`src/rtl/life_gen_engine.sv`:
```
// life_gen_engine: computes one Game of Life generation per start pulse.
// The current board is streamed row by row from the read port. Each
// next-generation row goes out on the write port as soon as its lower
// neighbour row arrives, so the writes run back to back.
// Build option: define LIFE_WRAP_EN to treat the board as a torus.
// Left undefined, cells beyond the edges are dead.

module life_gen_engine #(
  parameter int unsigned WIDTH  = 16,
  parameter int unsigned HEIGHT = 16,
  parameter int unsigned AW     = 4
) (
  input  logic                      clk,
  input  logic                      rst,
  input  logic                      start,
  output logic                      busy,
  output logic                      done,
  output logic                      rd_en,
  output logic [AW-1:0]             rd_addr,
  input  logic [WIDTH-1:0]          rd_data,
  output logic                      wr_en,
  output logic [AW-1:0]             wr_addr,
  output logic [WIDTH-1:0]          wr_data,
  output logic [AW+$clog2(WIDTH):0] alive_count
);

  localparam int unsigned CW       = AW + $clog2(WIDTH) + 1;
  localparam int unsigned CNTW     = $clog2(HEIGHT + 2);
  localparam logic [AW-1:0] LAST_ROW = AW'(HEIGHT - 1);
`ifdef LIFE_WRAP_EN
  localparam int unsigned NREAD      = HEIGHT + 1;
  localparam logic [AW-1:0] FIRST_ADDR = LAST_ROW;
`else
  localparam int unsigned NREAD      = HEIGHT;
  localparam logic [AW-1:0] FIRST_ADDR = '0;
`endif

  typedef enum logic [1:0] {IDLE, READ, DRAIN, FIN} state_t;

  state_t          state, state_d;
  logic            busy_d, done_d, rd_en_d, wr_en_d, gen_start;
  logic [AW-1:0]   rd_addr_d, wr_addr_d;
  logic [CNTW-1:0] rd_idx, rd_idx_d;
  logic [CNTW-1:0] rx_cnt;
  logic            rd_valid;
  logic [CW-1:0]   acc, pop, alive_d;

  logic [WIDTH-1:0] above, centre, below_row, next_row, wr_hold;
  logic [WIDTH+1:0] ext_a, ext_c, ext_b;
  logic [3:0]       n;
`ifdef LIFE_WRAP_EN
  logic [WIDTH-1:0] row0;
`endif

  // Control state and registered control outputs.
  always_ff @(posedge clk or posedge rst) begin
    if (rst) begin
      state       <= IDLE;
      busy        <= 1'b0;
      done        <= 1'b0;
      rd_en       <= 1'b0;
      rd_addr     <= '0;
      rd_idx      <= '0;
      alive_count <= '0;
    end else begin
      state       <= state_d;
      busy        <= busy_d;
      done        <= done_d;
      rd_en       <= rd_en_d;
      rd_addr     <= rd_addr_d;
      rd_idx      <= rd_idx_d;
      alive_count <= alive_d;
    end
  end

  // Next-state and next-output decode for the generation sequence.
  always_comb begin
    state_d   = state;
    busy_d    = busy;
    done_d    = 1'b0;
    rd_en_d   = 1'b0;
    rd_addr_d = rd_addr;
    rd_idx_d  = rd_idx;
    alive_d   = alive_count;
    gen_start = 1'b0;
    case (state)
      IDLE: begin
        if (start) begin
          state_d   = READ;
          busy_d    = 1'b1;
          rd_en_d   = 1'b1;
          rd_addr_d = FIRST_ADDR;
          rd_idx_d  = CNTW'(1);
          gen_start = 1'b1;
        end
      end
      READ: begin
        if (rd_idx < CNTW'(NREAD)) begin
          rd_en_d  = 1'b1;
`ifdef LIFE_WRAP_EN
          rd_addr_d = AW'(rd_idx - CNTW'(1));
`else
          rd_addr_d = AW'(rd_idx);
`endif
          rd_idx_d = rd_idx + CNTW'(1);
        end else begin
          state_d = DRAIN;
        end
      end
      DRAIN: begin
        if (wr_en && (wr_addr == LAST_ROW)) begin
          state_d = FIN;
          busy_d  = 1'b0;
          done_d  = 1'b1;
          alive_d = acc + pop;
        end
      end
      FIN: begin
        state_d = IDLE;
      end
      default: begin
        state_d = IDLE;
      end
    endcase
  end

  // Write strobe follows each arriving row once the row above is in place.
  always_comb begin
    wr_en_d   = 1'b0;
    wr_addr_d = wr_addr;
`ifdef LIFE_WRAP_EN
    if (rd_valid && (rx_cnt != '0)) begin
      wr_en_d   = 1'b1;
      wr_addr_d = AW'(rx_cnt - CNTW'(1));
    end
`else
    if (rd_valid) begin
      wr_en_d   = 1'b1;
      wr_addr_d = AW'(rx_cnt);
    end
`endif
  end

  // Row window, read tracking, write port registers and the live-cell sum.
  always_ff @(posedge clk or posedge rst) begin
    if (rst) begin
      rd_valid <= 1'b0;
      rx_cnt   <= '0;
      above    <= '0;
      centre   <= '0;
      wr_en    <= 1'b0;
      wr_addr  <= '0;
      wr_hold  <= '0;
      acc      <= '0;
`ifdef LIFE_WRAP_EN
      row0     <= '0;
`endif
    end else begin
      rd_valid <= rd_en;
      wr_en    <= wr_en_d;
      wr_addr  <= wr_addr_d;
      if (wr_en) begin
        wr_hold <= next_row;
      end
      if (gen_start) begin
        rx_cnt <= '0;
        above  <= '0;
        centre <= '0;
        acc    <= '0;
`ifdef LIFE_WRAP_EN
        row0   <= '0;
`endif
      end else begin
        if (rd_valid) begin
          rx_cnt <= rx_cnt + CNTW'(1);
          above  <= centre;
          centre <= rd_data;
`ifdef LIFE_WRAP_EN
          if (rx_cnt == CNTW'(1)) begin
            row0 <= rd_data;
          end
`endif
        end
        if (wr_en) begin
          acc <= acc + pop;
        end
      end
    end
  end

  // The lower neighbour row is the arriving row, or the boundary row once reads end.
  always_comb begin
`ifdef LIFE_WRAP_EN
    below_row = rd_valid ? rd_data : row0;
`else
    below_row = rd_valid ? rd_data : '0;
`endif
  end

`ifdef LIFE_WRAP_EN
  assign ext_a = {above[0], above, above[WIDTH-1]};
  assign ext_c = {centre[0], centre, centre[WIDTH-1]};
  assign ext_b = {below_row[0], below_row, below_row[WIDTH-1]};
`else
  assign ext_a = {1'b0, above, 1'b0};
  assign ext_c = {1'b0, centre, 1'b0};
  assign ext_b = {1'b0, below_row, 1'b0};
`endif

  // Life rule for every cell of the row being written.
  always_comb begin
    next_row = '0;
    n        = '0;
    for (int c = 0; c < int'(WIDTH); c++) begin
      n = 4'(ext_a[c]) + 4'(ext_a[c+1]) + 4'(ext_a[c+2]) +
          4'(ext_c[c]) + 4'(ext_c[c+2]) +
          4'(ext_b[c]) + 4'(ext_b[c+1]) + 4'(ext_b[c+2]);
      next_row[c] = (n == 4'd3) || ((n == 4'd2) && ext_c[c+1]);
    end
  end

  // The write data is live during a write and holds the last written row otherwise.
  assign wr_data = wr_en ? next_row : wr_hold;

  // Popcount of the row on the write port.
  always_comb begin
    pop = '0;
    for (int c = 0; c < int'(WIDTH); c++) begin
      pop = pop + CW'(wr_data[c]);
    end
  end

endmodule

```
`config.mk`:
```
export PLATFORM = sky130hd
export DESIGN_NAME = life_gen_engine
export DESIGN_NICKNAME = d
export VERILOG_FILES = /design/src/rtl/life_gen_engine.sv
export SDC_FILE = /design/constraint.sdc
export NUM_CORES = 1
export LEC_CHECK = 0
export BUFFER_PORTS_ARGS = -buffer_cell sky130_fd_sc_hd__buf_4
export CORE_MARGIN = 2
export CORE_UTILIZATION = 45
export DETAILED_ROUTE_END_ITERATION = 7
export GPL_ROUTABILITY_DRIVEN = 0
export PLACE_DENSITY = 0.65
export SLEW_MARGIN = 20
export SYNTH_ARGS = -nofsm -noshare
export SYNTH_HDL_FRONTEND = slang
export SYNTH_SLANG_ARGS = --single-unit
```
`constraint.sdc`:
```
create_clock -name clk -period 6.45 [get_ports clk]
set_input_delay 1.6125 -clock clk [delete_from_list [all_inputs] [get_ports clk]]
set_output_delay 1.6125 -clock clk [all_outputs]
set_load 0.01 [all_outputs]
```
Word-level counts from Yosys, hierarchy flattened
Cells that the tools add are included.
{"block": "totals", "reg_bits": 91, "inputBits": 19, "out_inout_bits": 37, "wordCells": 251}
{"block": "op_classes", "n_addsub": 123, "magnitude_cmp": 1, "eq_ne": 40, "n_mux": 30, "n_reduce_logical": 42}
{"operator": "$add A4 B1 Y4", "count": 60}
{"operator": "$eq A4 B2 Y1 const B", "count": 32}
{"operator": "$mux W16", "count": 6}
{"operator": "$add A3 B1 Y4", "count": 16}
{"operator": "$add A9 B1 Y9", "count": 7}
{"operator": "$add A2 B1 Y3", "count": 16}
{"operator": "$add A1 B1 Y2", "count": 16}
{"operator": "$mux W5", "count": 4}
{"operator": "$mux W9", "count": 2}
{"operator": "$logic_and A1 B1 Y1", "count": 17}
{"operator": "$logic_or A1 B1 Y1", "count": 16}
{"operator": "$add A5 B1 Y5 const B", "count": 2}
{"operator": "$pmux W5 S2", "count": 1}
{"operator": "$add A8 B1 Y9", "count": 1}
{"operator": "$add A9 B9 Y9", "count": 1}
{"operator": "$reduce_and A3 Y1", "count": 3}
{"operator": "$add A7 B1 Y8", "count": 1}
{"operator": "$mux W1", "count": 8}
{"operator": "$mux W4", "count": 2}
{"operator": "$ne A2 B2 Y1 const B", "count": 4}
{"operator": "$pmux W2 S4", "count": 1}
{"operator": "$pmux W4 S2", "count": 1}
{"operator": "$reduce_bool A2 Y1", "count": 4}
{"operator": "$add A6 B1 Y7", "count": 1}
{"operator": "other kinds (10)", "count": 14}

Logic depth before layout (Yosys ltp)
Gate-level depths: netlist of run 1.
{"block": "depth", "depth_word": 29, "mapped_depth": 27, "ltp_nobuf": 25}

Worst setup path after synthesis of run 1
No wires, ideal clock.
{"block": "synth_path", "path_type": "input to register", "startpoint": "input port rd_data[0]", "endpoint": "register acc[8]", "t_arrival_ps": 7805, "slack_ps": -1487, "path_stages": 25, "n_path_buf": 0, "path_cell_list": "nand2_1 inv_1 fa_1 fa_1 fa_1 inv_1 fa_1 a2111oi_0 a21oi_1 nor3_1 mux2_2 inv_1 fa_1 inv_1 fa_1 inv_1 fa_1 fa_1 fa_1 fa_1 and2b_1 o211ai_4 a2111oi_4 xnor2_1 nor2_1"}
{"block": "synth_via", "elab_chain_len": 26}
{"item": "start, declared", "line": "20", "text": "input logic [WIDTH-1:0] rd_data,"}
{"item": "$mux W16 (*)", "line": "196", "text": "below_row = rd_valid ? rd_data : '0;"}
{"item": "$add A4 B1 Y4 (*)", "line": "216", "text": "4'(ext_c[c]) + 4'(ext_c[c+2]) +"}
{"item": "$add A4 B1 Y4 (*) (2 in a row)", "line": "217", "text": "4'(ext_b[c]) + 4'(ext_b[c+1]) + 4'(ext_b[c+2]);"}
{"item": "$eq A4 B2 Y1", "line": "218", "text": "next_row[c] = (n == 4'd3) || ((n == 4'd2) && ext_c[c+1]);"}
{"item": "$logic_and A1 B1 Y1", "line": "218"}
{"item": "$logic_or A1 B1 Y1 (*)", "line": "218"}
{"item": "$mux W16 (*)"}
{"item": "via wr_data[1]", "line": "23", "text": "output logic [WIDTH-1:0] wr_data,"}
{"item": "[... 4 more ...]"}
{"item": "$add A5 B1 Y6 (*)", "line": "229", "text": "pop = pop + CW'(wr_data[c]);"}
{"item": "$add A6 B1 Y7 (*)", "line": "229"}
{"item": "$add A7 B1 Y8 (*)", "line": "229"}
{"item": "$add A8 B1 Y9 (*)", "line": "229"}
{"item": "$add A9 B1 Y9 (*) (7 in a row)", "line": "229"}
{"item": "$add A9 B9 Y9 (*)", "line": "185", "text": "acc <= acc + pop;"}
{"item": "$mux W9 (*)", "line": "184", "text": "if (wr_en) begin"}
{"item": "$mux W9 (*)", "line": "165", "text": "if (gen_start) begin"}
{"item": "end signal, assigned", "line": "185"}
{"item": "end, declared", "line": "46", "text": "logic [CW-1:0] acc, pop, alive_d;"}
The timed path passes the listed nets; every way through them passes the cells marked *. The select of a mux whose other input is x is not followed.
A chain may end at the register's enable or synchronous reset.

Final worst setup path of run 1
{"block": "layout_path", "startpoint": "input port rd_data[0]", "endpoint": "register acc[6]"}
{"block": "layout_via", "elab_chain_len": 26}
{"item": "$mux W16 (*)", "line": "196"}
{"item": "$add A4 B1 Y4", "line": "216"}
{"item": "$add A4 B1 Y4 (2 in a row)", "line": "217"}
{"item": "$eq A4 B2 Y1", "line": "218"}
{"item": "$logic_and A1 B1 Y1", "line": "218"}
{"item": "$logic_or A1 B1 Y1", "line": "218"}
{"item": "$mux W16 (*)"}
{"item": "$add A1 B1 Y2 (*)", "line": "229"}
{"item": "[... 3 more ...]"}
{"item": "$add A5 B1 Y6 (*)", "line": "229"}
{"item": "$add A6 B1 Y7 (*)", "line": "229"}
{"item": "$add A7 B1 Y8 (*)", "line": "229"}
{"item": "$add A8 B1 Y9 (*)", "line": "229"}
{"item": "$add A9 B1 Y9 (*) (7 in a row)", "line": "229"}
{"item": "$add A9 B9 Y9 (*)", "line": "185"}
{"item": "$mux W9 (*)", "line": "184"}
{"item": "$mux W9 (*)", "line": "165"}
Every way passes the cells marked *; elsewhere a longest branch is shown, timed or not. The select of a mux whose other input is x is not followed.

==> metrics.txt, run 1 <==
status finished with violations; failing checks negative setup slack; Clock transition at path regs 0.08 ns; Adder-Cell Fraction of Synth Area 31.3%; most used cell, CP fa_1; critical path's slowest cell fa_1; grt ovf 0; Seq/Total Area, Yosys 32.8%; detailed-route wire length per cell 14.9 um; Post-Route Setup TNS -13.54 ns; Yosys reg bits 90; Starting Density 45.6%; total track usage 19.5%; Hold Crit Class flip-flop to flip-flop; first-pass GRT wire length 25400 um; Max-Cap Viols 0; largest net degree at the start of global routing 53; synthesized area 6880 um2; asr flop ratio synth 100%; Clock Latency Late Sink 0.35 ns; vias in the first global route 5472; Req. time, crit path 6.66 ns; Num CTS Buffers 9; Worst Path Arrival 7.82 ns; DIE AREA 16300 um2; routed wire length 14600 um; CTS tree yes; Slew Viols, Final 0; Root Buffer clkbuf_16; Final setup violation count 18; actual slew at the worst max-slew pin 0.931 ns; Avg Inst Size Synth 10.4 um2; ant diodes 0; Synth Flop Type dfrtp_1; Crit path max-delay family adder cells; final std cells w/o fill 974; vias 4967; Yosys warnings 0; final critical-path required period 7.60 ns; Mapped Cells 664; Iter 0 DRT Violations 194; final worst slack -1.15 ns; Setup crit start kind input pin; Final ANT Viol Nets 0; period utilisation layout 118%; Setup Crit Path Kind input pin to flip-flop; H-tree depth 3; Post-Synth Simple-Gate Area 9.12%; Syn Nets 812; Final Cell Area 8460 um2; Die Span Y 128 um; Synth Area in XOR/XNOR 1.66%; largest area contributor in the netlist dfrtp_1; Synth Area in Compound Gates 10.7%; placement row count 45; Placed Area 7990 um2; CP max stage delay 0.56 ns; Slew HR 37.9%; Die Span X 128 um; Max FO, Critical Path 4; Critical Path Sink Type flip-flop; Area Growth Syn to Fin 23.1%; clk_skew 0.0137 ns; clk sinks 90; initial antenna violation count 0; Inst Count DP 952; RSZ-0062 raised after global routing yes; Synth area leaders dfrtp_1 (33%), fa_1 (21%), ha_1 (10%); EDFF count, synth 0; main combinational cell family by area after synthesis adder cells; number of nets in the layout 929; DRT Pass-1 Iters 4; Port Buf Inserts 55; Bufs and invs on worst path 7; maximum clock rate 132 MHz; proportion of synthesized area in mux cells 6.24%; vias per inst 5.10; Core ar. 15100 um2; Clock Path Buffers 2; Boundary Pins 56; synth unique cells 46; Hold Vio Cnt, Final 0; drt drc 0; Synth top area share 32.8%; DP HPWL 11200 um; layout cells sized above 1 24.7%; final hold slack 0.404 ns; Post-CTS Hold Fix Bufs 0
-- layout by cell type (no fill, tap or decap), types with 6 or more instances in the layout --
cell / n
nand2b_1: 18
inv_1: 122
o2111ai_1: 6
nand2_1: 42
buf_4: 120
o21ai_1: 7
a22o_1: 7
a21oi_1: 34
o211a_1: 7
clkbuf_16: 9
dfrtp_1: 89
fa_1: 68
ha_1: 57
mux2_2: 14
xnor2_1: 9
nor2_1: 37
nand3_1: 14
o21ai_0: 20
mux2i_1: 26
-- cells by family after synthesis --
logic type,Yosys count
xor+xnor,13
compound gates,109
mux,41
fa+ha+maj,129
buf+inv,147
flops,90
simple gates,135
-- synth_stat cells (2+ instances only) --
library cell	n
a22o_1	7
ha_1	57
nand2b_1	19
nand3b_1	2
o21ai_0	26
buf_1	4
a21o_1	2
mux2i_1	26
nor2_1	37
dfrtp_1	90
inv_1	128
and2_1	2
nand2_1	44
o2111ai_1	6
nor3_1	5
fa_1	72
buf_2	7
xor2_1	3
nor2b_1	5
a2111oi_0	2
mux2_2	15
a21oi_1	38
clkbuf_1	8
a211oi_1	4
xnor2_1	10
o21ai_1	4
nand4_1	2
nand3_1	15
o211a_1	7
-- timing repair --
item,CTS,global route
pin swaps,10,12
setup endpoints to repair,18,19
gates resized for setup,15,16
setup buffers,2,4
-- flip-flops by register name (all words and copies together) (netlist names), 2 cells and up --
| signal | count |
|---|---|
| state | 2 |
| rd_idx | 5 |
| acc | 9 |
| alive_count | 9 |
| above | 16 |
| wr_hold | 16 |
| wr_addr | 4 |
| centre | 16 |
| rd_addr | 4 |
| rx_cnt | 4 |
-- path summary, 6_finish.rpt --
path                             from             end  slack, ns  cells past startpoint
setup reg to reg           centre[12]          acc[6]      -0.51                     24
min in group asynchronous         rst  alive_count[6]       1.44                      2
max in group asynchronous         rst        above[9]       3.95                      3
hold reg to reg                 rd_en        rd_valid       0.40                      0
hold / removal                  rd_en        rd_valid       0.40                      0
setup / recovery           rd_data[0]          acc[6]      -1.15                     27
-- routing by layer --
| layer | share of wire, % | track usage, % | routed length, um |
|---|---|---|---|
| met2 | 52 | 34.3 | 7560 |
| met4 | 1.4 | 5.56 | 200 |
| met1 | 43 | 24.5 | 6310 |
| met5 | 0 | 0 | 0 |
| met3 | 3.3 | 3.98 | 480 |
-- metrics by stage --
stage / setup slack, ns / util (%)
3_5_place_dp: -1.55 / 52.9
5_1_grt: -1.34 / 56.1
3_3_place_gp: -1.41 / 52.9
6_report: -1.15 / 56.1
4_1_cts: -1.13 / 55.5
2_1_floorplan: -1.15 / -
-- final cells by class --
cell class	count	area [um2]
inverter	128	482
multi-input combinational	427	4210
fill	1303	6630
sequential	90	2250
timing repair buffer	125	970
clock buffer	9	225
clock inverter	7	90.1
tap	188	235
Power of run 1 is left out: the tool's default activity adds up to more than one toggle a clock period on the data nets, which glitch-free logic cannot reach.
==> run 2: changes to the inputs <==
Settings changed: BUFFER_PORTS_ARGS -buffer_cell sky130_fd_sc_hd__buf_4 to not set, DONT_BUFFER_PORTS set to 1, PLACE_DENSITY 0.65 to not set.
==> metrics.txt, run 2 (synthesized netlist as in run 1, its figures left out) <==
DP HPWL 10800 um (-3.1%); Req. time, crit path 6.67 ns (about the same); Num CTS Buffers 9 (unchanged); Boundary Pins 56 (unchanged); H-tree depth 3 (unchanged); placement row count 45 (unchanged); final critical-path required period 7.41 ns (-0.190 ns); drt drc 0 (unchanged); status finished with violations; DRT Pass-1 Iters 4 (unchanged); most frequent cells in the layout inv_1 (122), dfrtp_1 (89), fa_1 (68); failing checks negative setup slack; final worst slack -0.964 ns (+0.190 ns); total track usage 19.7% (+0.15 points); Worst Path Arrival 7.63 ns (-0.19 ns); Clock transition at path regs 0.07 ns (about the same); actual slew at the worst max-slew pin 0.603 ns (-0.328 ns); CTS tree yes; clk_skew 0.00875 ns (-0.00492 ns); period utilisation layout 115% (-2.9 points); Port Buf Inserts 0 (-100%); most used cell, CP fa_1; Slew Viols, Final 0 (unchanged); vias per inst 5.11 (+0.22%); Bufs and invs on worst path 5 (-2); Max FO, Critical Path 4 (unchanged); commonest non-fill, non-tap cell in the layout inv_1; Critical Path Sink Type flip-flop; RSZ-0062 raised after global routing yes; Crit path max-delay family adder cells; maximum clock rate 135 MHz (+2.6%); Die Span Y 128 um (unchanged); Hold Crit Class flip-flop to flip-flop; Setup Crit Path Kind input pin to flip-flop; CP max stage delay 0.55 ns (about the same); Root Buffer clkbuf_16; final hold slack 0.481 ns (+0.0773 ns); vias in the first global route 5198 (-5.0%); Clock Latency Late Sink 0.35 ns (about the same); detailed-route wire length per cell 15.6 um (+4.3%); Setup crit start kind input pin; largest net degree at the start of global routing 49 (-7.5%); layout cells sized above 1 17.6% (-7.0 points); top flop regs above (16), centre (16), wr_hold (16); first-pass GRT wire length 25400 um (about the same); number of nets in the layout 874 (-5.9%); vias 4697 (-5.4%); Final setup violation count 17 (-1); Clock Path Buffers 2 (unchanged); ant diodes 0 (unchanged); clk sinks 90 (unchanged); Hold Vio Cnt, Final 0 (unchanged); Post-Route Setup TNS -10.44 ns (+3.09 ns); critical path's slowest cell fa_1; Die Span X 128 um (unchanged); Core ar. 15100 um2 (unchanged); Iter 0 DRT Violations 144 (-26%); DIE AREA 16300 um2 (unchanged); Max-Cap Viols 0 (unchanged); Starting Density 45.6% (unchanged); Slew HR 59.8% (+22 points); Final ANT Viol Nets 0 (unchanged); grt ovf 0 (unchanged); routed wire length 14300 um (-1.6%); initial antenna violation count 0 (unchanged); Area Growth Syn to Fin 16.5%
-- run 2: cell types whose count changed in the layout (fill, tap and decap cells not counted), sizes merged --
cell      previous run  this run
inv                132       131
buf                125        70
clkinvlp             0         1
-- run 2: path summary, 6_finish.rpt --
| check | slack [ns] | to | start | cells past startpoint |
|---|---|---|---|---|
| min | 0.48 | rd_valid | rd_en | 0 |
| min reg2reg | 0.48 | rd_valid | rd_en | 0 |
| min in group asynchronous | 1.20 | alive_count[6] | rst | 1 |
| max in group asynchronous | 4.22 | above[3] | rst | 2 |
| max | -0.96 | acc[8] | rd_data[0] | 25 |
| max reg2reg | -0.42 | acc[8] | above[2] | 23 |
-- run 2: cell type report --
type	count	area, um2
inverters	128	485
fillers	1331	7080
multi-input cells	427	4170
flip-flops and latches	90	2250
repair buffers	70	562
well taps	188	235
clock buffers	9	225
clock inverters	7	83.8
-- run 2: per-layer routing --
layer | GRT usage [%] | share of wire, %
met5 | 0 | 0
met1 | 26.5 | 46
met2 | 32.1 | 48
met4 | 6.53 | 1.7
met3 | 3.94 | 4.0
-- run 2: timing repair --
item / in CTS / in global routing
hold endpoints to repair: 0 / 0
hold buffers: 0 / 0
gates resized for setup: 9 / 10
setup endpoints to repair: 17 / 18
pin swaps: 3 / 7
buffers inserted: 3 / 1
-- run 2: stage by stage --
stage | instances | area (um2) | util (%) | setup WS, ns
2_1_floorplan | 664 | 6930 | - | -1.15
3_3_place_gp | 899 | 7600 | 50.4 | -1.27
3_5_place_dp | 899 | 7600 | 50.4 | -1.38
4_1_cts | 918 | 7990 | 52.9 | -0.989
5_1_grt | 919 | 8010 | 53.1 | -1.19
6_report | 919 | 8010 | 53.1 | -0.964
-- run 2: worst reg2reg max path: cells and delay by family, from the launching register on --
kind / cells / cell delay, ns
multiplexers: 1 / 0.10
flip-flops: 1 / 0.37
AO/OA/AOI/OAI: 4 / 0.77
AND/OR/NAND/NOR: 2 / 0.31
adder cells (fa/ha/maj): 11 / 4.83
buffers and inverters: 4 / 0.20
XOR/XNOR: 1 / 0.16
Power of run 2 is left out for the same reason.
